**src/rtl/tone_decoder_if.sv**
```systemverilog
// Tone decoder bus: square-wave input plus the decoded note/octave report.
// The master side drives the tone and observes the decode; the decoder is the slave.
interface tone_decoder_if;
  logic        tone_in;
  logic [3:0]  note;
  logic [1:0]  octave;
  logic        valid;
  logic        change;
  logic [31:0] half_period;

  modport master (
    output tone_in,
    input  note, octave, valid, change, half_period
  );

  modport slave (
    input  tone_in,
    output note, octave, valid, change, half_period
  );
endinterface

```
**src/rtl/tone_decoder.sv**
```systemverilog
// Tone decoder: measures the half-period of an incoming square wave and
// classifies it against the buzzer's 7-note x 3-octave table. A note is
// reported only after several consecutive half-periods match the same entry.
module tone_decoder #(
  parameter int unsigned TOL_SHIFT     = 6,
  parameter int unsigned STABLE_HALVES = 4,
  parameter logic [31:0] MIN_HALF      = 32'd1024,
  parameter logic [31:0] TIMEOUT_CYC   = 32'd1000000,
  parameter logic [31:0] BASE_1        = 32'd381680,
  parameter logic [31:0] BASE_2        = 32'd340136,
  parameter logic [31:0] BASE_3        = 32'd303030,
  parameter logic [31:0] BASE_4        = 32'd285714,
  parameter logic [31:0] BASE_5        = 32'd255102,
  parameter logic [31:0] BASE_6        = 32'd227273,
  parameter logic [31:0] BASE_7        = 32'd202429
) (
  input  logic          clk,
  input  logic          rst_n,
  tone_decoder_if.slave bus
);

  localparam int RUN_W = $clog2(STABLE_HALVES + 1);
  localparam logic [RUN_W-1:0] RUN_MAX = RUN_W'(STABLE_HALVES);

  typedef enum logic [1:0] {WAIT_FIRST, MEASURE, SEARCH, DECIDE} state_t;

  logic [2:0]       toneSync_q;
  logic             edgeDet;
  logic [31:0]      count_q;
  state_t           state_q;
  logic [2:0]       candNote_q;
  logic [1:0]       candOct_q;
  logic             matchFound_q;
  logic [2:0]       matchNote_q;
  logic [1:0]       matchOct_q;
  logic             storedValid_q;
  logic [2:0]       storedNote_q;
  logic [1:0]       storedOct_q;
  logic [RUN_W-1:0] runCount_q;
  logic [RUN_W-1:0] runCount_d;
  logic             valid_q;
  logic             change_q;
  logic [3:0]       note_q;
  logic [1:0]       octave_q;
  logic [31:0]      halfPeriod_q;
  logic [31:0]      baseVal;
  logic [31:0]      shiftedVal;
  logic [31:0]      refVal;
  logic [31:0]      refTol;
  logic [31:0]      absDiff;
  logic             candHit;
  logic             matchSame;
  logic             lockNow;

  // Two synchronizer stages plus one delay stage; either polarity of edge counts
  always_ff @(posedge clk or negedge rst_n) begin
    if (!rst_n) toneSync_q <= '0;
    else        toneSync_q <= {toneSync_q[1:0], bus.tone_in};
  end

  assign edgeDet = toneSync_q[1] ^ toneSync_q[2];

  // Cycles since the last edge; parks at TIMEOUT_CYC once the line has gone quiet
  always_ff @(posedge clk or negedge rst_n) begin
    if (!rst_n)                   count_q <= '0;
    else if (edgeDet)             count_q <= 32'd1;
    else if (count_q < TIMEOUT_CYC) count_q <= count_q + 32'd1;
  end

  // Reference half-period and tolerance window of the candidate examined this cycle
  always_comb begin
    baseVal    = BASE_1;
    shiftedVal = BASE_1;
    case (candNote_q)
      3'd1:    baseVal = BASE_2;
      3'd2:    baseVal = BASE_3;
      3'd3:    baseVal = BASE_4;
      3'd4:    baseVal = BASE_5;
      3'd5:    baseVal = BASE_6;
      3'd6:    baseVal = BASE_7;
      default: baseVal = BASE_1;
    endcase
    case (candOct_q)
      2'd1:    shiftedVal = baseVal >> 1;
      2'd2:    shiftedVal = baseVal << 1;
      default: shiftedVal = baseVal;
    endcase
    refVal  = shiftedVal + 32'd1;
    refTol  = refVal >> TOL_SHIFT;
    absDiff = (halfPeriod_q >= refVal) ? (halfPeriod_q - refVal) : (refVal - halfPeriod_q);
    candHit = (absDiff <= refTol);
  end

  // Next run count and lock decision, consumed only in the DECIDE cycle
  always_comb begin
    matchSame  = matchFound_q && storedValid_q &&
                 (matchNote_q == storedNote_q) && (matchOct_q == storedOct_q);
    runCount_d = '0;
    if (matchSame)         runCount_d = (runCount_q == RUN_MAX) ? RUN_MAX : runCount_q + RUN_W'(1);
    else if (matchFound_q) runCount_d = RUN_W'(1);
    lockNow    = matchFound_q && (runCount_d == RUN_MAX) && !(valid_q && matchSame);
  end

  // Measurement / search / decision sequencing with registered note report
  always_ff @(posedge clk or negedge rst_n) begin
    if (!rst_n) begin
      state_q       <= WAIT_FIRST;
      candNote_q    <= '0;
      candOct_q     <= '0;
      matchFound_q  <= 1'b0;
      matchNote_q   <= '0;
      matchOct_q    <= '0;
      storedValid_q <= 1'b0;
      storedNote_q  <= '0;
      storedOct_q   <= '0;
      runCount_q    <= '0;
      valid_q       <= 1'b0;
      change_q      <= 1'b0;
      note_q        <= '0;
      octave_q      <= '0;
      halfPeriod_q  <= '0;
    end else begin
      change_q <= 1'b0;
      case (state_q)
        WAIT_FIRST: begin
          if (edgeDet) state_q <= MEASURE;
        end
        MEASURE: begin
          if (edgeDet) begin
            if (count_q < MIN_HALF) begin
              runCount_q <= '0;
              if (valid_q) begin
                valid_q  <= 1'b0;
                note_q   <= '0;
                octave_q <= '0;
                change_q <= 1'b1;
              end
            end else begin
              halfPeriod_q <= count_q;
              candNote_q   <= '0;
              candOct_q    <= '0;
              matchFound_q <= 1'b0;
              state_q      <= SEARCH;
            end
          end else if (count_q >= TIMEOUT_CYC) begin
            runCount_q <= '0;
            state_q    <= WAIT_FIRST;
            if (valid_q) begin
              valid_q  <= 1'b0;
              note_q   <= '0;
              octave_q <= '0;
              change_q <= 1'b1;
            end
          end
        end
        SEARCH: begin
          if (candHit && !matchFound_q) begin
            matchFound_q <= 1'b1;
            matchNote_q  <= candNote_q;
            matchOct_q   <= candOct_q;
          end
          if (candNote_q == 3'd6) begin
            candNote_q <= '0;
            if (candOct_q == 2'd2) state_q <= DECIDE;
            else                   candOct_q <= candOct_q + 2'd1;
          end else begin
            candNote_q <= candNote_q + 3'd1;
          end
        end
        DECIDE: begin
          state_q    <= MEASURE;
          runCount_q <= runCount_d;
          if (matchFound_q && !matchSame) begin
            storedValid_q <= 1'b1;
            storedNote_q  <= matchNote_q;
            storedOct_q   <= matchOct_q;
          end
          if (lockNow) begin
            valid_q  <= 1'b1;
            note_q   <= {1'b0, matchNote_q} + 4'd1;
            octave_q <= matchOct_q;
            change_q <= 1'b1;
          end else if (valid_q && !matchSame) begin
            valid_q  <= 1'b0;
            note_q   <= '0;
            octave_q <= '0;
            change_q <= 1'b1;
          end
        end
        default: state_q <= WAIT_FIRST;
      endcase
    end
  end

  assign bus.note        = note_q;
  assign bus.octave      = octave_q;
  assign bus.valid       = valid_q;
  assign bus.change      = change_q;
  assign bus.half_period = halfPeriod_q;

endmodule

```
**src/flat_wrapper.sv**
```systemverilog
// flat-port wrapper written by rule: the top's interface ports become plain ports
module tone_decoder_flat 
#(
  parameter int unsigned TOL_SHIFT     = 6,
  parameter int unsigned STABLE_HALVES = 4,
  parameter logic [31:0] MIN_HALF      = 32'd1024,
  parameter logic [31:0] TIMEOUT_CYC   = 32'd1000000,
  parameter logic [31:0] BASE_1        = 32'd381680,
  parameter logic [31:0] BASE_2        = 32'd340136,
  parameter logic [31:0] BASE_3        = 32'd303030,
  parameter logic [31:0] BASE_4        = 32'd285714,
  parameter logic [31:0] BASE_5        = 32'd255102,
  parameter logic [31:0] BASE_6        = 32'd227273,
  parameter logic [31:0] BASE_7        = 32'd202429
)
  (clk, rst_n, bus_tone_in, bus_note, bus_octave, bus_valid, bus_change, bus_half_period);
  tone_decoder_if bus_i ();
  input  logic clk;
  input  logic rst_n;
  input wire logic [$bits(bus_i.tone_in)-1:0] bus_tone_in;
  output wire logic [$bits(bus_i.note)-1:0] bus_note;
  output wire logic [$bits(bus_i.octave)-1:0] bus_octave;
  output wire logic [$bits(bus_i.valid)-1:0] bus_valid;
  output wire logic [$bits(bus_i.change)-1:0] bus_change;
  output wire logic [$bits(bus_i.half_period)-1:0] bus_half_period;
  assign bus_i.tone_in = bus_tone_in;
  assign bus_note = bus_i.note;
  assign bus_octave = bus_i.octave;
  assign bus_valid = bus_i.valid;
  assign bus_change = bus_i.change;
  assign bus_half_period = bus_i.half_period;
  tone_decoder #(.TOL_SHIFT(TOL_SHIFT), .STABLE_HALVES(STABLE_HALVES), .MIN_HALF(MIN_HALF), .TIMEOUT_CYC(TIMEOUT_CYC), .BASE_1(BASE_1), .BASE_2(BASE_2), .BASE_3(BASE_3), .BASE_4(BASE_4), .BASE_5(BASE_5), .BASE_6(BASE_6), .BASE_7(BASE_7)) u_core (.clk(clk), .rst_n(rst_n), .bus(bus_i));
endmodule
```
**config.mk**
```make
export PLATFORM = sky130hd
export DESIGN_NAME = tone_decoder_flat
export DESIGN_NICKNAME = d
export VERILOG_FILES = /design/src/rtl/tone_decoder_if.sv /design/src/rtl/tone_decoder.sv /design/src/flat_wrapper.sv
export SDC_FILE = /design/constraint.sdc
export NUM_CORES = 1
export LEC_CHECK = 0
export BUFFER_PORTS_ARGS = -buffer_cell sky130_fd_sc_hd__buf_2
export CORE_ASPECT_RATIO = 1.75
export CORE_UTILIZATION = 45
export DETAILED_ROUTE_END_ITERATION = 10
export SYNTH_ARGS = -nofsm -noshare
export SYNTH_HDL_FRONTEND = slang
export SYNTH_SLANG_ARGS = --single-unit
export TNS_END_PERCENT = 30
```
**constraint.sdc**
```tcl
create_clock -name clk -period 18.5 [get_ports clk]
set_input_delay 3.7 -clock clk [delete_from_list [all_inputs] [get_ports clk]]
set_output_delay 3.7 -clock clk [all_outputs]
set_load 0.005 [all_outputs]
```
[Word level (Yosys, flattened, before mapping)]
Cells that the tools add are included.
Word-level totals
  memory bits (writable): 0
  input port bits: 3
  output and inout port bits: 40
  register bits: 97
  bits in latches: 0
  memories kept: 0
  ROM bits: 0
Operators by class
  muxes and demuxes: 59
  magnitude comparators: 5
  $mul: 0
  equality and inequality tests: 26
  bitwise gates (word level): 2
  reduce and logical (&&, ||, !) cells: 25
  divide/modulo/power cells: 0
  shift operators: 0
  add/subtract/negate cells: 8
Operator list (number)
  $pmux W19 S6: 1
  $mux W32: 3
  $sub A32 B32 Y32: 2
  $pmux W20 S2: 1
  $add A32 B1 Y32 const B: 1
  $ge A32 B20 Y1 const B: 1
  $ge A32 B32 Y1: 1
  $le A32 B26 Y1: 1
  $lt A32 B11 Y1 const B: 1
  $lt A32 B20 Y1 const B: 1
  $mux W2: 16
  $mux W3: 8
  $mux W4: 6
  $add A20 B1 Y21 const B: 1
  $eq A3 B3 Y1 const B: 5
  $mux W1: 15
  $pmux W3 S2: 2
  $ne A2 B1 Y1 const B: 5
  $reduce_and A5 Y1: 2
  $logic_and A1 B1 Y1: 9
  $reduce_and A3 Y1: 3
  $pmux W2 S2: 2
  $pmux W2 S4: 1
  $pmux W4 S2: 1
  20 further kinds: 36

[Longest topological paths before layout]
  depth after elaboration: 10
  gate-level depth with buffers: 35
  gate-level depth less buffers: 30

[Worst setup path before layout]
Ideal clock, no wire load.
  path type: register to register
  from: register u_core.candOct_q[0]
  to: register u_core.matchNote_q[0]
  setup slack: 11.630 ns
  library setup time: 0.125 ns
  cell stages (with the launch flop): 36
  period minus slack after synthesis: 6.870 ns
  required time: 18.375 ns
  arrival: 6.745 ns
  cells stage by stage: dfrtp_1 > inv_1 > ha_1 > buf_2 > clkbuf_1 > clkbuf_1 > nand2_1 > o21ai_0 > nand2_1 > o21ai_0 > ha_1 > nand2_1 > nor4_1 > nor2_1 > ha_1 > buf_2 > nand4_1 > nor4_2 > o21ai_0 > nand3_1 > a31oi_2 > buf_6 > clkbuf_1 > nor3_1 > a21oi_1 > xor2_1 > ha_1 > a21oi_1 > nor2_1 > a211oi_1 > o2111ai_1 > o21ai_0 > and3b_1 > nand4_1 > nor4_4 > mux2_4
Between the ends
  cells in the longest elaborated chain, start to end: 8
  elaborated cells on any way between the ends: 11
  classes of those cells: add/sub (3); order compare (2); eq/ne (2); mux (2); reduce/logical (2)
Ends and longest elaborated chain
  start, declared: RTL line tone_decoder.sv:32  | logic [1:0] candOct_q;
  start signal, assigned: RTL line tone_decoder.sv:165  | else candOct_q <= candOct_q + 2'd1;
  $eq A2 B2 Y1 or $eq A2 B1 Y1 (tied branches): RTL line tone_decoder.sv:83  | case (candOct_q)
  $pmux W20 S2 *: RTL line tone_decoder.sv:83
  $add A20 B1 Y21 *: RTL line tone_decoder.sv:88  | refVal = shiftedVal + 32'd1;
  $sub A32 B32 Y32 or $ge A32 B32 Y1 (tied branches): RTL line tone_decoder.sv:90  | absDiff = (halfPeriod_q >= refVal) ? (halfPeriod_q - refVal) : (refVal - halfPeriod_q);
  $mux W32: RTL line tone_decoder.sv:90
  $le A32 B26 Y1 *: RTL line tone_decoder.sv:91  | candHit = (absDiff <= refTol);
  $logic_and A1 B1 Y1 *: RTL line tone_decoder.sv:157  | if (candHit && !matchFound_q) begin
  $reduce_and A2 Y1 (no source line) *
  end signal, assigned: RTL line tone_decoder.sv:159  | matchNote_q <= candNote_q;
  end, declared: RTL line tone_decoder.sv:34  | logic [2:0] matchNote_q;
Mark *: on every way between the ends. The rest lies on a longest branch, timed or not.
A chain may end at the register's enable or synchronous reset.

[Worst setup path in the final report]
  from: register u_core.candOct_q[0]
  to: register u_core.matchNote_q[2]
The elaborated chain is that of the path after synthesis.

==> run summary <==
status - complete, no violations
Syn Std Cell Area - 0.008339 mm^2
share of the synthesized area in the top cell type - 0.2911
final cell utilization of the core - 0.4929
Final Hold Viols - 0
hold bufs inserted after CTS - 0
Pwr Total - 0.0008169 W
root buf cell - clkbuf_16
Die Ht - 182.1 um
post-cts resize count - 0
initial antenna violation count - 0
routed vias - 7,764
CP Max Fanout - 36
fmax - 118.0 MHz
crit start category - flip-flop
unrepaired setup endpoints after global routing - no
largest net degree at the start of global routing - 71
Clk Latency, worst-skew pair - 350 ps
port bufs - 42
Primary FF master, synth - dfrtp_1
setup TNS - 0 ps
Worst path max stage delay - 680 ps
critical path required time - 18,730 ps
Reg area - 0.002427 mm^2
yosys warns - 0
Leakage Power - 4.133 nW
final setup fails - 0
multi-input logic area - 0.005374 mm^2
top cells by area, synth - dfrtp_1 (29%), ha_1 (11%), o21ai_0 (5.4%)
top-count cell post-synth - nand2_1
clock buffer count from CTS - 9
first-pass GRT wire length - 41.73 mm
DR iter-0 viols - 794
Final Max Tran Viols - 0
Synth Register Bits - 97
Setup CP Type - reg2reg
Routed Wire Length - 26.14 mm
FFs w/ async S/R, synth - 1.000
vias in the first global route - 7,614
Worst-path clk slew - 70 ps
power per cell area - 91.78 mW/mm^2
Initial Util - 0.4619
Filler cells - 1,854
Worst Hold Class - reg2reg
fin crit share - 0.4580
clock buffer depth - 2
Worst setup EP type - flip-flop
RePlAce Congestion - 0.9856
die width - 104.9 um
slew margin rel. - 0.2946
area grow syn2layout - 6.722%
Synth cell types - 83
total global routing overflow - 0
synthesized netlist cell count - 1,040
arrival time at the worst endpoint - 8710 ps
HPWL after detailed placement - 20.63 mm
maximum VDD drop - 0.04874 mV
slowest stage cell, crit path - nor4_2
min Tclk post-route - 8474 ps
sequential area share after synthesis - 0.2911
fraction of layout cells with a size suffix above 1 - 0.1005
antenna-violating nets left - 0
Final nets - 1,116
cell types with the highest counts after synthesis - nand2_1 (118), dfrtp_1 (97), nor2_1 (90), o21ai_0 (90), a21oi_1 (81)
maxcap violations - 0
cell taking the most area after synthesis - dfrtp_1
# DRC - 0
CTS sink count - 97
Worst-Margin Slew - 1058 ps
min setup slack post-route - 10,030 ps
clock skew - 6.640 ps
CTS tree - done
gr usage total - 0.2818
drt via density - 6.070
average size of a mapped cell - 8.019 um^2
Post-CTS Setup Bufs - 0
Post-Place Worst Slack - 10,140 ps
n_diodes - 0
DR pass1 iterations - 6
die area - 0.01910 mm^2
num rows - 65
EDFF count, synth - 0
Boundary Pins - 43
Core Region - 0.01805 mm^2
htree depth - 3
Wirelength per Cell - 20.44 um
-- report_power, final --
group | leakage [nW] | internal (W) | total, W | switching, W
Combinational | 2.67 | 0.000147 | 0.000415 | 0.000267
Sequential | 1.33 | 0.000217 | 0.000228 | 0.0000103
Clock | 0.136 | 0.0000946 | 0.000174 | 0.0000796
-- cell type report --
cell class	instances	area share
Tap cell	234	0.03290
Timing Repair Buffer	49	0.02980
Clock buffer	11	0.02727
Inverter	72	0.03037
Sequential cell	97	0.2727
Clock inverter	4	0.003093
Multi-Input combinational cell	812	0.6038
-- cells by family (layout without fill, tap and decap cells) --
| logic type | count (synthesis) | count (layout) | synth area share |
|---|---|---|---|
| AOI/OAI and AO/OA | 300 | 300 | 0.2302 |
| xor gates and xnor gates | 51 | 51 | 0.05356 |
| adders and majority gates | 72 | 72 | 0.1098 |
| buffers and inverters | 132 | 136 | 0.06752 |
| DFF | 97 | 97 | 0.2911 |
| muxes | 30 | 30 | 0.03916 |
| other | 2 | 3 | 0.0009006 |
| and+or+nand+nor | 356 | 356 | 0.2078 |
-- worst max-delay path: cells and delay by family, from the launching register on --
| kind | cells | cell delay (ps) |
|---|---|---|
| fa+ha+maj | 4 | 1420 |
| mux | 1 | 340 |
| buf+inv | 2 | 310 |
| xor+xnor | 1 | 200 |
| compound gates | 9 | 2010 |
| simple gates | 13 | 3660 |
| flops | 1 | 380 |
-- per-layer routing --
metal / share of wire / GRT usage / up-vias
li1: - / - / 3693
met1: 0.39 / 0.3197 / 3762
met2: 0.51 / 0.5075 / 231
met3: 0.029 / 0.02321 / 78
met4: 0.062 / 0.1758 / 0
met5: 0 / 0 / -
-- placed cells by master (no fill, tap or decap), types with 16 or more instances in the layout --
cell / instances
xnor2_1: 21
inv_1: 70
xor2_1: 29
nand4_1: 20
nand3_1: 25
a21oi_1: 81
nand2_1: 118
o21ai_0: 90
ha_1: 70
buf_2: 41
nor2_1: 90
dfrtp_1: 97
nor4_1: 16
-- worst paths after layout --
check | start | endpoint | slack (ps) | cells after the start
max | u_core.candOct_q[0] | u_core.matchNote_q[2] | 10030 | 30
min | u_core.toneSync_q[0] | u_core.toneSync_q[1] | 350 | 0
max reg2reg | u_core.candOct_q[0] | u_core.matchNote_q[2] | 10030 | 30
min reg2reg | u_core.toneSync_q[0] | u_core.toneSync_q[1] | 350 | 0
max in group asynchronous | rst_n | u_core.bus.half_period[20] | 14020 | 2
min in group asynchronous | rst_n | u_core.count_q[6] | 3270 | 1
-- sequential cells by signal, indices dropped and copies added, names as in the netlist --
signal                  cells
u_core.bus.valid            1
u_core.runCount_q           3
u_core.matchOct_q           2
u_core.bus.half_period     32
u_core.matchFound_q         1
u_core.bus.change           1
u_core.storedNote_q         3
u_core.candOct_q            2
u_core.bus.note             4
u_core.storedValid_q        1
u_core.candNote_q           3
u_core.bus.octave           2
u_core.state_q              2
u_core.storedOct_q          2
u_core.matchNote_q          3
u_core.toneSync_q           3
u_core.count_q             32
-- metrics by stage --
stage          cell area (um^2)  cells  hold WS, ps
6_report                   8900   1279        348.7
5_1_grt                    8900   1279        356.9
4_1_cts                    8900   1279        351.7
3_5_place_dp               8630   1264        337.0
3_3_place_gp               8630   1264        333.7
2_1_floorplan              8343   1041        331.2
Power figures use the tool's default switching activity.
